**src/rtl/sum_pkg.sv**
```systemverilog
// Shared types and constants for the sum_arb arbiter/sequencer.
package sum_pkg;

  typedef enum logic [1:0] {
    IDLE = 2'd0,
    EXEC = 2'd1,
    RESP = 2'd2
  } state_e;

  localparam logic OP_ADD = 1'b0;
  localparam logic OP_SUB = 1'b1;

endpackage

```
**src/rtl/sum_arb_addsub_core.sv**
```systemverilog
// Combinational W-bit add/sub datapath with carry and signed-overflow flags.
// For subtraction carry is the inverted borrow (1 = no borrow).
module addsub_core
  import sum_pkg::*;
#(
  parameter int WIDTH = 8
) (
  input  logic             sel,
  input  logic [WIDTH-1:0] a,
  input  logic [WIDTH-1:0] b,
  output logic [WIDTH-1:0] result,
  output logic             carry,
  output logic             ovf
);

  logic [WIDTH-1:0] b_mod;
  logic [WIDTH:0]   sum;

  // Two's-complement subtract: invert B and inject the select as carry-in.
  always_comb begin
    b_mod  = (sel == OP_SUB) ? ~b : b;
    sum    = {1'b0, a} + {1'b0, b_mod} + {{WIDTH{1'b0}}, sel};
    result = sum[WIDTH-1:0];
    carry  = sum[WIDTH];
    ovf    = (a[WIDTH-1] == b_mod[WIDTH-1]) && (sum[WIDTH-1] != a[WIDTH-1]);
  end

endmodule

```
**src/rtl/sum_arb.sv**
```systemverilog
// Round-robin arbiter that shares one add/sub datapath among NUM_REQ
// requesters. One op in flight: accept (IDLE) -> compute (EXEC) -> respond
// (RESP, held under backpressure).
//
//   state | meaning
//   IDLE  | grant offered to the round-robin winner, waiting for a request
//   EXEC  | latched operands feed the datapath, result captured at cycle end
//   RESP  | response valid and frozen until resp_ready
module sum_arb
  import sum_pkg::*;
#(
  parameter  int NUM_REQ = 4,
  parameter  int WIDTH   = 8,
  localparam int IDW     = $clog2(NUM_REQ)
) (
  input  logic                     clk,
  input  logic                     rst,
  input  logic [NUM_REQ-1:0]       req_valid,
  output logic [NUM_REQ-1:0]       req_ready,
  input  logic [NUM_REQ-1:0]       req_sel,
  input  logic [NUM_REQ*WIDTH-1:0] req_src1,
  input  logic [NUM_REQ*WIDTH-1:0] req_src2,
  output logic                     resp_valid,
  input  logic                     resp_ready,
  output logic [IDW-1:0]           resp_id,
  output logic [WIDTH-1:0]         resp_result,
  output logic                     resp_carry,
  output logic                     resp_ovf,
  output logic                     resp_zero
);

  state_e           state_q, state_d;
  logic [IDW-1:0]   ptr_q, ptr_d;
  logic [IDW-1:0]   grant;
  logic             any_valid;
  logic             accept;

  logic             sel_mux;
  logic [WIDTH-1:0] a_mux, b_mux;

  logic             op_sel_q;
  logic [WIDTH-1:0] op_a_q, op_b_q;
  logic [IDW-1:0]   op_id_q;

  logic [IDW-1:0]   rsp_id_q;
  logic [WIDTH-1:0] rsp_result_q;
  logic             rsp_carry_q, rsp_ovf_q, rsp_zero_q;

  logic [WIDTH-1:0] core_result;
  logic             core_carry, core_ovf;

  // First valid index at or above start, else wrap to the lowest valid index.
  function automatic logic [IDW-1:0] rr_pick(input logic [NUM_REQ-1:0] valid,
                                             input logic [IDW-1:0]     start);
    logic [IDW-1:0] pick;
    logic           found;
    pick  = '0;
    found = 1'b0;
    for (int i = 0; i < NUM_REQ; i++) begin
      if (!found && valid[i] && (IDW'(i) >= start)) begin
        pick  = IDW'(i);
        found = 1'b1;
      end
    end
    for (int i = 0; i < NUM_REQ; i++) begin
      if (!found && valid[i]) begin
        pick  = IDW'(i);
        found = 1'b1;
      end
    end
    return pick;
  endfunction

  assign any_valid = |req_valid;
  assign grant     = rr_pick(req_valid, ptr_q);
  assign accept    = |(req_valid & req_ready);

  // Pointer advances to the slot just past the winner.
  always_comb begin
    if (grant == IDW'(NUM_REQ - 1)) ptr_d = '0;
    else                            ptr_d = grant + 1'b1;
  end

  // Route the granted requester's op onto the capture bus.
  always_comb begin
    sel_mux = 1'b0;
    a_mux   = '0;
    b_mux   = '0;
    for (int i = 0; i < NUM_REQ; i++) begin
      if (grant == IDW'(i)) begin
        sel_mux = req_sel[i];
        a_mux   = req_src1[i*WIDTH +: WIDTH];
        b_mux   = req_src2[i*WIDTH +: WIDTH];
      end
    end
  end

  // State register.
  always_ff @(posedge clk) begin
    if (rst) state_q <= IDLE;
    else     state_q <= state_d;
  end

  // Next-state logic.
  always_comb begin
    state_d = state_q;
    case (state_q)
      IDLE:    if (accept) state_d = EXEC;
      EXEC:    state_d = RESP;
      RESP:    if (resp_ready) state_d = IDLE;
      default: state_d = IDLE;
    endcase
  end

  // FSM outputs; the grant is withheld while reset is asserted.
  always_comb begin
    req_ready  = '0;
    resp_valid = 1'b0;
    case (state_q)
      IDLE:    if (!rst && any_valid) req_ready[grant] = 1'b1;
      RESP:    resp_valid = 1'b1;
      default: ;
    endcase
  end

  // Operands are sampled only in the accept cycle.
  always_ff @(posedge clk) begin
    if (rst) begin
      ptr_q    <= '0;
      op_sel_q <= 1'b0;
      op_a_q   <= '0;
      op_b_q   <= '0;
      op_id_q  <= '0;
    end else if (accept) begin
      ptr_q    <= ptr_d;
      op_sel_q <= sel_mux;
      op_a_q   <= a_mux;
      op_b_q   <= b_mux;
      op_id_q  <= grant;
    end
  end

  addsub_core #(.WIDTH(WIDTH)) u_core (
    .sel    (op_sel_q),
    .a      (op_a_q),
    .b      (op_b_q),
    .result (core_result),
    .carry  (core_carry),
    .ovf    (core_ovf)
  );

  // Response registers load once at the end of EXEC and hold through RESP.
  always_ff @(posedge clk) begin
    if (rst) begin
      rsp_id_q     <= '0;
      rsp_result_q <= '0;
      rsp_carry_q  <= 1'b0;
      rsp_ovf_q    <= 1'b0;
      rsp_zero_q   <= 1'b0;
    end else if (state_q == EXEC) begin
      rsp_id_q     <= op_id_q;
      rsp_result_q <= core_result;
      rsp_carry_q  <= core_carry;
      rsp_ovf_q    <= core_ovf;
      rsp_zero_q   <= (core_result == '0);
    end
  end

  assign resp_id     = rsp_id_q;
  assign resp_result = rsp_result_q;
  assign resp_carry  = rsp_carry_q;
  assign resp_ovf    = rsp_ovf_q;
  assign resp_zero   = rsp_zero_q;

endmodule
```
**config.mk**
```make
export PLATFORM = sky130hd
export DESIGN_NAME = sum_arb
export DESIGN_NICKNAME = d
export VERILOG_FILES = /design/src/rtl/sum_pkg.sv /design/src/rtl/sum_arb_addsub_core.sv /design/src/rtl/sum_arb.sv
export SDC_FILE = /design/constraint.sdc
export NUM_CORES = 1
export LEC_CHECK = 0
export ABC_AREA = 1
export ABC_CLOCK_PERIOD_IN_PS = 3300
export CORE_UTILIZATION = 45
export CTS_BUF_LIST = sky130_fd_sc_hd__clkbuf_8
export DETAILED_ROUTE_END_ITERATION = 12
export DONT_BUFFER_PORTS = 1
export PLACE_DENSITY_LB_ADDON = 0.1
export SETUP_SLACK_MARGIN = 0.02
export SLEW_MARGIN = 0
export SYNTH_ARGS = -nofsm -noshare
export SYNTH_HDL_FRONTEND = slang
export SYNTH_SLANG_ARGS = --single-unit
```
**constraint.sdc**
```tcl
create_clock -name clk -period 3.3 [get_ports clk]
set_clock_uncertainty 0.2 [all_clocks]
set_input_delay 0.495 -clock clk [delete_from_list [all_inputs] [get_ports clk]]
set_output_delay 0.495 -clock clk [all_outputs]
set_load 0.05 [all_outputs]
```
==> results of run 1 <==
## metrics by stage
step           worst slack (ps)  cell area [sq um]
2_1_floorplan               247               2420
3_3_place_gp                479               2450
3_5_place_dp                386               2450
4_1_cts                     345               2570
5_1_grt                     168               2570
6_report                    363               2570
## layer usage
layer	vias to the layer above	track usage, %	part of all wire (%)
met4	0	4.73	0.90
met3	5	4.23	4.0
li1	1140	-	-
met2	43	34.6	50
met1	976	23.1	45
met5	-	0	0
## path summary, 6_finish.rpt
| check | slack, ps | endpoint | from | cells past startpoint |
|---|---|---|---|---|
| worst max register to register | 480 | op_b_q[2]$_SDFFE_PP0P_ | ptr_q[0]$_SDFFE_PP0P_ | 12 |
| worst min register to register | 320 | resp_id[1]$_SDFFE_PP0N_ | op_id_q[1]$_SDFFE_PP0P_ | 2 |
| worst min-delay path | 70 | resp_zero$_SDFFE_PP0N_ | rst | 1 |
| worst max-delay path | 360 | req_ready[1] | ptr_q[0]$_SDFFE_PP0P_ | 10 |
## sequential cells by signal (all words and copies together), names as in the netlist
name	count
op_a_q	8
op_b_q	8
resp_result	8
op_id_q	2
ptr_q	2
resp_id	2
state_q	2
op_sel_q	1
resp_carry	1
resp_ovf	1
resp_zero	1
## final cells by class
type	count	area [sq um]
Inverter	35	131
Timing Repair Buffer	7	52.6
Clock inverter	1	30.0
Tap cell	70	87.6
Clock buffer	7	96.3
Sequential cell	36	721
Fill cell	571	2570
Multi-Input combinational cell	249	1460
## worst max-delay path: cells and delay by family (launching register included)
| kind | cells | cell delay (ps) |
|---|---|---|
| AOI/OAI and AO/OA | 3 | 330 |
| adders and majority gates | 1 | 640 |
| buffers and inverters | 3 | 360 |
| DFF | 1 | 330 |
| and+or+nand+nor | 3 | 300 |
## layout by cell type (no fill, tap or decap), drive strengths merged, types with 11 or more instances in the layout
master and n:
a22oi 17, inv 35, o21ai 45, nand2 63, a21oi 34, dfxtp 36
mux2i 17, nor2 22, ha 11, nand3 12
## power by group through the flow
stage / registers, mW / clock network (mW) / logic [mW]
floorplan: 0.705 / 0 / 0.672
global placement: 0.734 / 0 / 0.762
finish: 0.723 / 0.421 / 0.765
global route: 0.737 / 0.449 / 0.895
detailed placement: 0.735 / 0 / 0.770
CTS: 0.725 / 0.431 / 0.775
## logic make-up after synthesis
| kind of cell | count (synthesis) | synth area share, % |
|---|---|---|
| adder cells (fa/ha/maj) | 12 | 6.50 |
| XOR/XNOR | 9 | 3.25 |
| AO/OA/AOI/OAI | 102 | 23.5 |
| flip-flops | 36 | 29.7 |
| multiplexers | 17 | 7.02 |
| AND/OR/NAND/NOR | 109 | 19.8 |
| buffers and inverters | 55 | 10.3 |
==> impl_metrics.py, run 1 <==
metrics = {
    "clock_tree": {
        "root_buffer": "clkbuf_8",
        "clock_path_buffers": 2,
        "clock_sinks": 36,
        "path_clk_slew_ps": 70,
        "ctsHtreeMaxLevel": 2,
        "post_cts_buffers": 0,
        "clk_latency_ps": 280,
        "cts_made_buffers": 5,
        "cts_tree": "built",
        "cts_resized": 0,
        "postCtsHoldBufs": 0,
    },
    "finish": {
        "fin_cells": 405,
        "final_core_util_pct": 50.1,
        "fin_nets": 421,
        "syn2layout_area_growth_pct": 6.14,
        "num_antenna_cells": 0,
        "drive_above_1_share_pct": 6.27,
    },
    "yosys": {
        "synth_edf_count": 0,
        "syn_nets": 427,
        "synth.most_common_cell": "nand2_1",
        "syn_inst": 340,
        "yosys_most_used_dff": "dfxtp_1",
        "avgSynthCellArea_sq_um": 7.13,
        "yosys-top-cells-area": "dfxtp_1, nand2_1, o21ai_0, a21oi_1, mux2i_1",
        "yosysWarnings": 0,
        "async_flop_share_pct": 0,
        "ys_seq_elements": 36,
        "syn-cell-area_sq_um": 2420,
        "synth_top_area_share_pct": 29.7,
        "ys_top_cells_by_count": "nand2_1, o21ai_0, dfxtp_1",
        "synth.distinct_cells": 30,
        "yosysSeqAreaShare_pct": 29.7,
        "yosysTopAreaCell": "dfxtp_1",
    },
    "power_and_ir_drop": {
        "powerDensity_nw_per_um2": 742,
        "p_sw_share_pct": 43.0,
        "internal-power_mw": 1.09,
        "p_leak_nw": 1.14,
        "power.share.clock_pct": 22.1,
        "power_frac_seq_pct": 37.9,
        "peakVddDrop_mv": 0.318,
        "p_comb_share_pct": 40.1,
        "power_mw": 1.91,
        "switching_power_mw": 0.821,
    },
    "status": {
        "status": "finished, final reports clean",
    },
    "die": {
        "ios": 93,
        "die_x_um": 75.4,
        "rows": 26,
        "dieArea_sq_um": 5690,
        "core-area_sq_um": 5140,
        "die_y_um": 75.4,
        "start_util_pct": 47.2,
    },
    "setup_path": {
        "worst_setup_path_end_kind": "primary output",
        "critPathLaunchType": "flop",
        "crit_fanout": 20,
        "crit_top_cell": "a21oi_1",
        "cp_slowest_stage_delay_ps": 640,
        "slowest_stage": "ha_1",
        "worst-setup-path-type": "flop to primary output",
        "cp.arrival_ps": 2240,
        "cp_cell_sequence": "inv_1 -> nand2_1 -> a21oi_1 -> a21oi_1 -> a21oi_1 -> inv_1 -> ha_1 -> nand2_1 -> nor2_1 -> buf_4",
        "required_ps": 2600,
    },
    "timing": {
        "rsz0062_at_grt": "false",
        "hold_viol": 0,
        "hold_ws_ps": 70.2,
        "relSlewSlack_pct": 38.1,
        "setup_violations": 0,
        "worst_slew_pin_slew_ps": 925,
        "fin_crit_ps": 2940,
        "finalCritPeriodShare_pct": 89.0,
        "tns_ps": 0,
        "slew_violations": 0,
        "fmax_mhz": 341,
    },
    "global_route": {
        "overflow": 0,
        "grt_pass1_wl_mm": 8.37,
        "antenna_found_initial": 0,
        "grt_max_degree": 43,
        "track_usage_pct": 19.2,
        "grt_pass1_vias": 1911,
    },
    "placement": {
        "post-dp-hpwl_mm": 3.99,
        "gp_congestion": 0.788,
        "portBuffers": 0,
        "dpl.cell_count": 397,
    },
    "drt": {
        "routed_wl_mm": 5.20,
        "drtPass1Iterations": 4,
        "vias": 2164,
        "wl_per_cell_um": 12.8,
        "via_per_inst": 5.34,
        "remaining_drc_errors": 0,
        "ant_nets": 0,
        "first_iter_violations": 88,
    },
    "hold_path": {
        "worstHoldPathType": "input port to flop",
    },
    "run": {
        "drv_cap": 0,
    },
}
Note: power is estimated with default switching activity, not from simulation.
==> run 2, diff against run 1 <==
--- a/config.mk
+++ b/config.mk
@@ -6,14 +6,14 @@
 export NUM_CORES = 1
 export LEC_CHECK = 0
 export ABC_AREA = 1
-export ABC_CLOCK_PERIOD_IN_PS = 3300
+export ABC_CLOCK_PERIOD_IN_PS = 3050
 export CORE_UTILIZATION = 45
 export CTS_BUF_LIST = sky130_fd_sc_hd__clkbuf_8
 export DETAILED_ROUTE_END_ITERATION = 12
 export DONT_BUFFER_PORTS = 1
 export PLACE_DENSITY_LB_ADDON = 0.1
 export SETUP_SLACK_MARGIN = 0.02
-export SLEW_MARGIN = 0
+export SLEW_MARGIN = 20
 export SYNTH_ARGS = -nofsm -noshare
 export SYNTH_HDL_FRONTEND = slang
 export SYNTH_SLANG_ARGS = --single-unit
==> constraint.sdc (replaced) <==
create_clock -name clk -period 3.05 [get_ports clk]
set_clock_uncertainty 0.2 [all_clocks]
set_input_delay 0.4575 -clock clk [delete_from_list [all_inputs] [get_ports clk]]
set_output_delay 0.4575 -clock clk [all_outputs]
set_load 0.05 [all_outputs]
==> run 2 against run 1 <==
Compared with the run above:
- count of clock-buffer cells in the layout is 2 lower
- die area unchanged
- flip-flop and latch count unchanged
- clock power barely moved
- worst setup slack worse by 150 ps
- design area fell by 0.29%
- final cell count increased by 0.25%
- critical path depth grew 1
- worst hold slack got worse by 49 ps
- critical path type unchanged
==> impl_metrics.py, run 2 (same netlist as run 1, synthesis figures left out) <==
metrics = {
    "status": {
        "status": "finished, final reports clean",
    },
    "clock_tree": {
        "postCtsHoldBufs": 0,
        "clock_path_buffers": 2,
        "cts_tree": "built",
        "clock_sinks": 36,
        "clk_latency_ps": 290,
        "root_buffer": "clkbuf_8",
        "post_cts_buffers": 0,
        "cts_made_buffers": 5,
        "cts_resized": 0,
        "path_clk_slew_ps": 70,
        "ctsHtreeMaxLevel": 2,
    },
    "drt": {
        "vias": 2152,
        "first_iter_violations": 75,
        "drtPass1Iterations": 4,
        "wl_per_cell_um": 12.6,
        "routed_wl_mm": 5.13,
        "remaining_drc_errors": 0,
        "ant_nets": 0,
        "via_per_inst": 5.30,
    },
    "global_route": {
        "antenna_found_initial": 0,
        "grt_busiest_layer": "met2",
        "grt_pass1_wl_mm": 8.36,
        "use_met2_pct": 35.2,
        "grt_pass1_vias": 1970,
        "met3_usage_pct": 5.42,
        "overflow": 0,
        "grt_max_degree": 37,
        "use_met1_pct": 22.2,
        "track_usage_pct": 19.3,
    },
    "timing": {
        "tns_ps": 0,
        "fmax_mhz": 353,
        "layout_setup_ws_ps": 218,
        "slew_violations": 0,
        "relSlewSlack_pct": 38.4,
        "fin_crit_ps": 2830,
        "setup_violations": 0,
        "worst_slew_pin_slew_ps": 920,
        "finalCritPeriodShare_pct": 92.9,
        "hold_ws_ps": 21.4,
        "rsz0062_at_grt": "false",
        "hold_viol": 0,
    },
    "die": {
        "start_util_pct": 47.2,
        "dieArea_sq_um": 5690,
        "ios": 93,
        "rows": 26,
        "die_x_um": 75.4,
        "die_y_um": 75.4,
        "core-area_sq_um": 5140,
    },
    "setup_path": {
        "worst-setup-path-type": "flop to primary output",
        "cp.arrival_ps": 2170,
        "required_ps": 2390,
        "cp-endpoint": "req_ready[3]",
        "worstSetupStartpoint": "ptr_q[0]$_SDFFE_PP0P_",
        "r2r_slack_ps": 510,
        "cp_num_cells": 11,
        "cp_slowest_stage_delay_ps": 310,
        "worst_setup_path_end_kind": "primary output",
        "cp_cell_sequence": "inv_1 -> nand2_1 -> a21oi_1 -> a21oi_1 -> a21oi_1 -> inv_1 -> ha_1 -> buf_4 -> nand2_1 -> nor2_1 -> buf_4",
        "crit_top_cell": "a21oi_1",
        "cp_top_family": "buffers and inverters",
        "crit_buf_inv": 4,
        "crit_fanout": 18,
        "rr_worst_depth": 12,
        "critPathLaunchType": "flop",
        "r2r-end": "resp_zero$_SDFFE_PP0N_",
        "reg2reg_from": "op_sel_q$_SDFFE_PP0P_",
        "slowest_stage": "dfxtp_1",
    },
    "finish": {
        "num_antenna_cells": 0,
        "final_core_util_pct": 49.9,
        "fin_nets": 422,
        "layout_common_cells": "nand2_1, o21ai_0, dfxtp_1, inv_1, a21oi_1",
        "syn2layout_area_growth_pct": 5.83,
        "final_common_cell": "nand2_1",
        "fin_area_sq_um": 2570,
        "fillers": 598,
        "drive_above_1_share_pct": 6.55,
    },
    "placement": {
        "portBuffers": 0,
        "post-dp-hpwl_mm": 4.00,
        "placed_area_sq_um": 2450,
        "gp_congestion": 0.795,
        "place_ws_ps": 453,
    },
    "power_and_ir_drop": {
        "p_leak_nw": 1.14,
        "powerDensity_nw_per_um2": 790,
        "peakVddDrop_mv": 0.358,
    },
    "hold_path": {
        "min-delay-start": "rst",
        "worstHoldPathType": "input port to flop",
    },
    "run": {
        "drv_cap": 0,
    },
}
run 2: cell count changes in the layout (fill, tap and decap cells not counted), sizes merged:
cell	previous run	this run
buf	7	8
clkbuf	7	5
clkinv	0	1
clkinvlp	0	1
run 2: worst min-delay path by stage:
stage,end,slack [ps],depth (start not counted)
floorplan,op_id_q[0]$_SDFFE_PP0P_,270,1
global placement,op_id_q[0]$_SDFFE_PP0P_,310,1
detailed placement,op_id_q[0]$_SDFFE_PP0P_,310,1
CTS,ptr_q[0]$_SDFFE_PP0P_,10,1
global route,state_q[1]$_SDFFE_PP0P_,4,1
finish,ptr_q[0]$_SDFFE_PP0P_,20,1
run 2: stage by stage:
stage,std cells,total power [mW]
after floorplan,340,1.49
after global routing,406,2.22
final,406,2.03
after detailed placement,398,1.64
after CTS,406,2.06
after global placement,398,1.62
run 2: cell type report:
cell class	instances	area, sq um	share of cell area (%)
inverters	35	131	5.12
clock buffers	5	68.8	2.68
flip-flops and latches	36	721	28.1
well taps	70	87.6	3.41
repair buffers	8	60.1	2.34
multi-input cells	249	1460	56.7
clock inverters	3	42.5	1.66
run 2: power breakdown:
group / internal, mW / leakage [nW] / switching (mW) / total (mW)
combinational: 0.317 / 0.790 / 0.513 / 0.830
sequential: 0.574 / 0.295 / 0.205 / 0.780
clock: 0.242 / 0.0541 / 0.176 / 0.418
run 2: routing by layer:
layer  share of wire, %  vias up  wire length, um
met1                 44      961             2260
met4                1.1        0               57
li1                   -     1136                -
met5                  0        -                0
met2                 50       46             2570
met3                4.7        9              239
==> run 3, diff against run 2 <==
--- a/config.mk
+++ b/config.mk
@@ -9,6 +9,7 @@
 export ABC_CLOCK_PERIOD_IN_PS = 3050
 export CORE_UTILIZATION = 45
 export CTS_BUF_LIST = sky130_fd_sc_hd__clkbuf_8
+export CTS_CLUSTER_DIAMETER = 200
 export DETAILED_ROUTE_END_ITERATION = 12
 export DONT_BUFFER_PORTS = 1
 export PLACE_DENSITY_LB_ADDON = 0.1
==> results of run 3 <==
Final layout, timing and power as in run 2 (identical DEF).
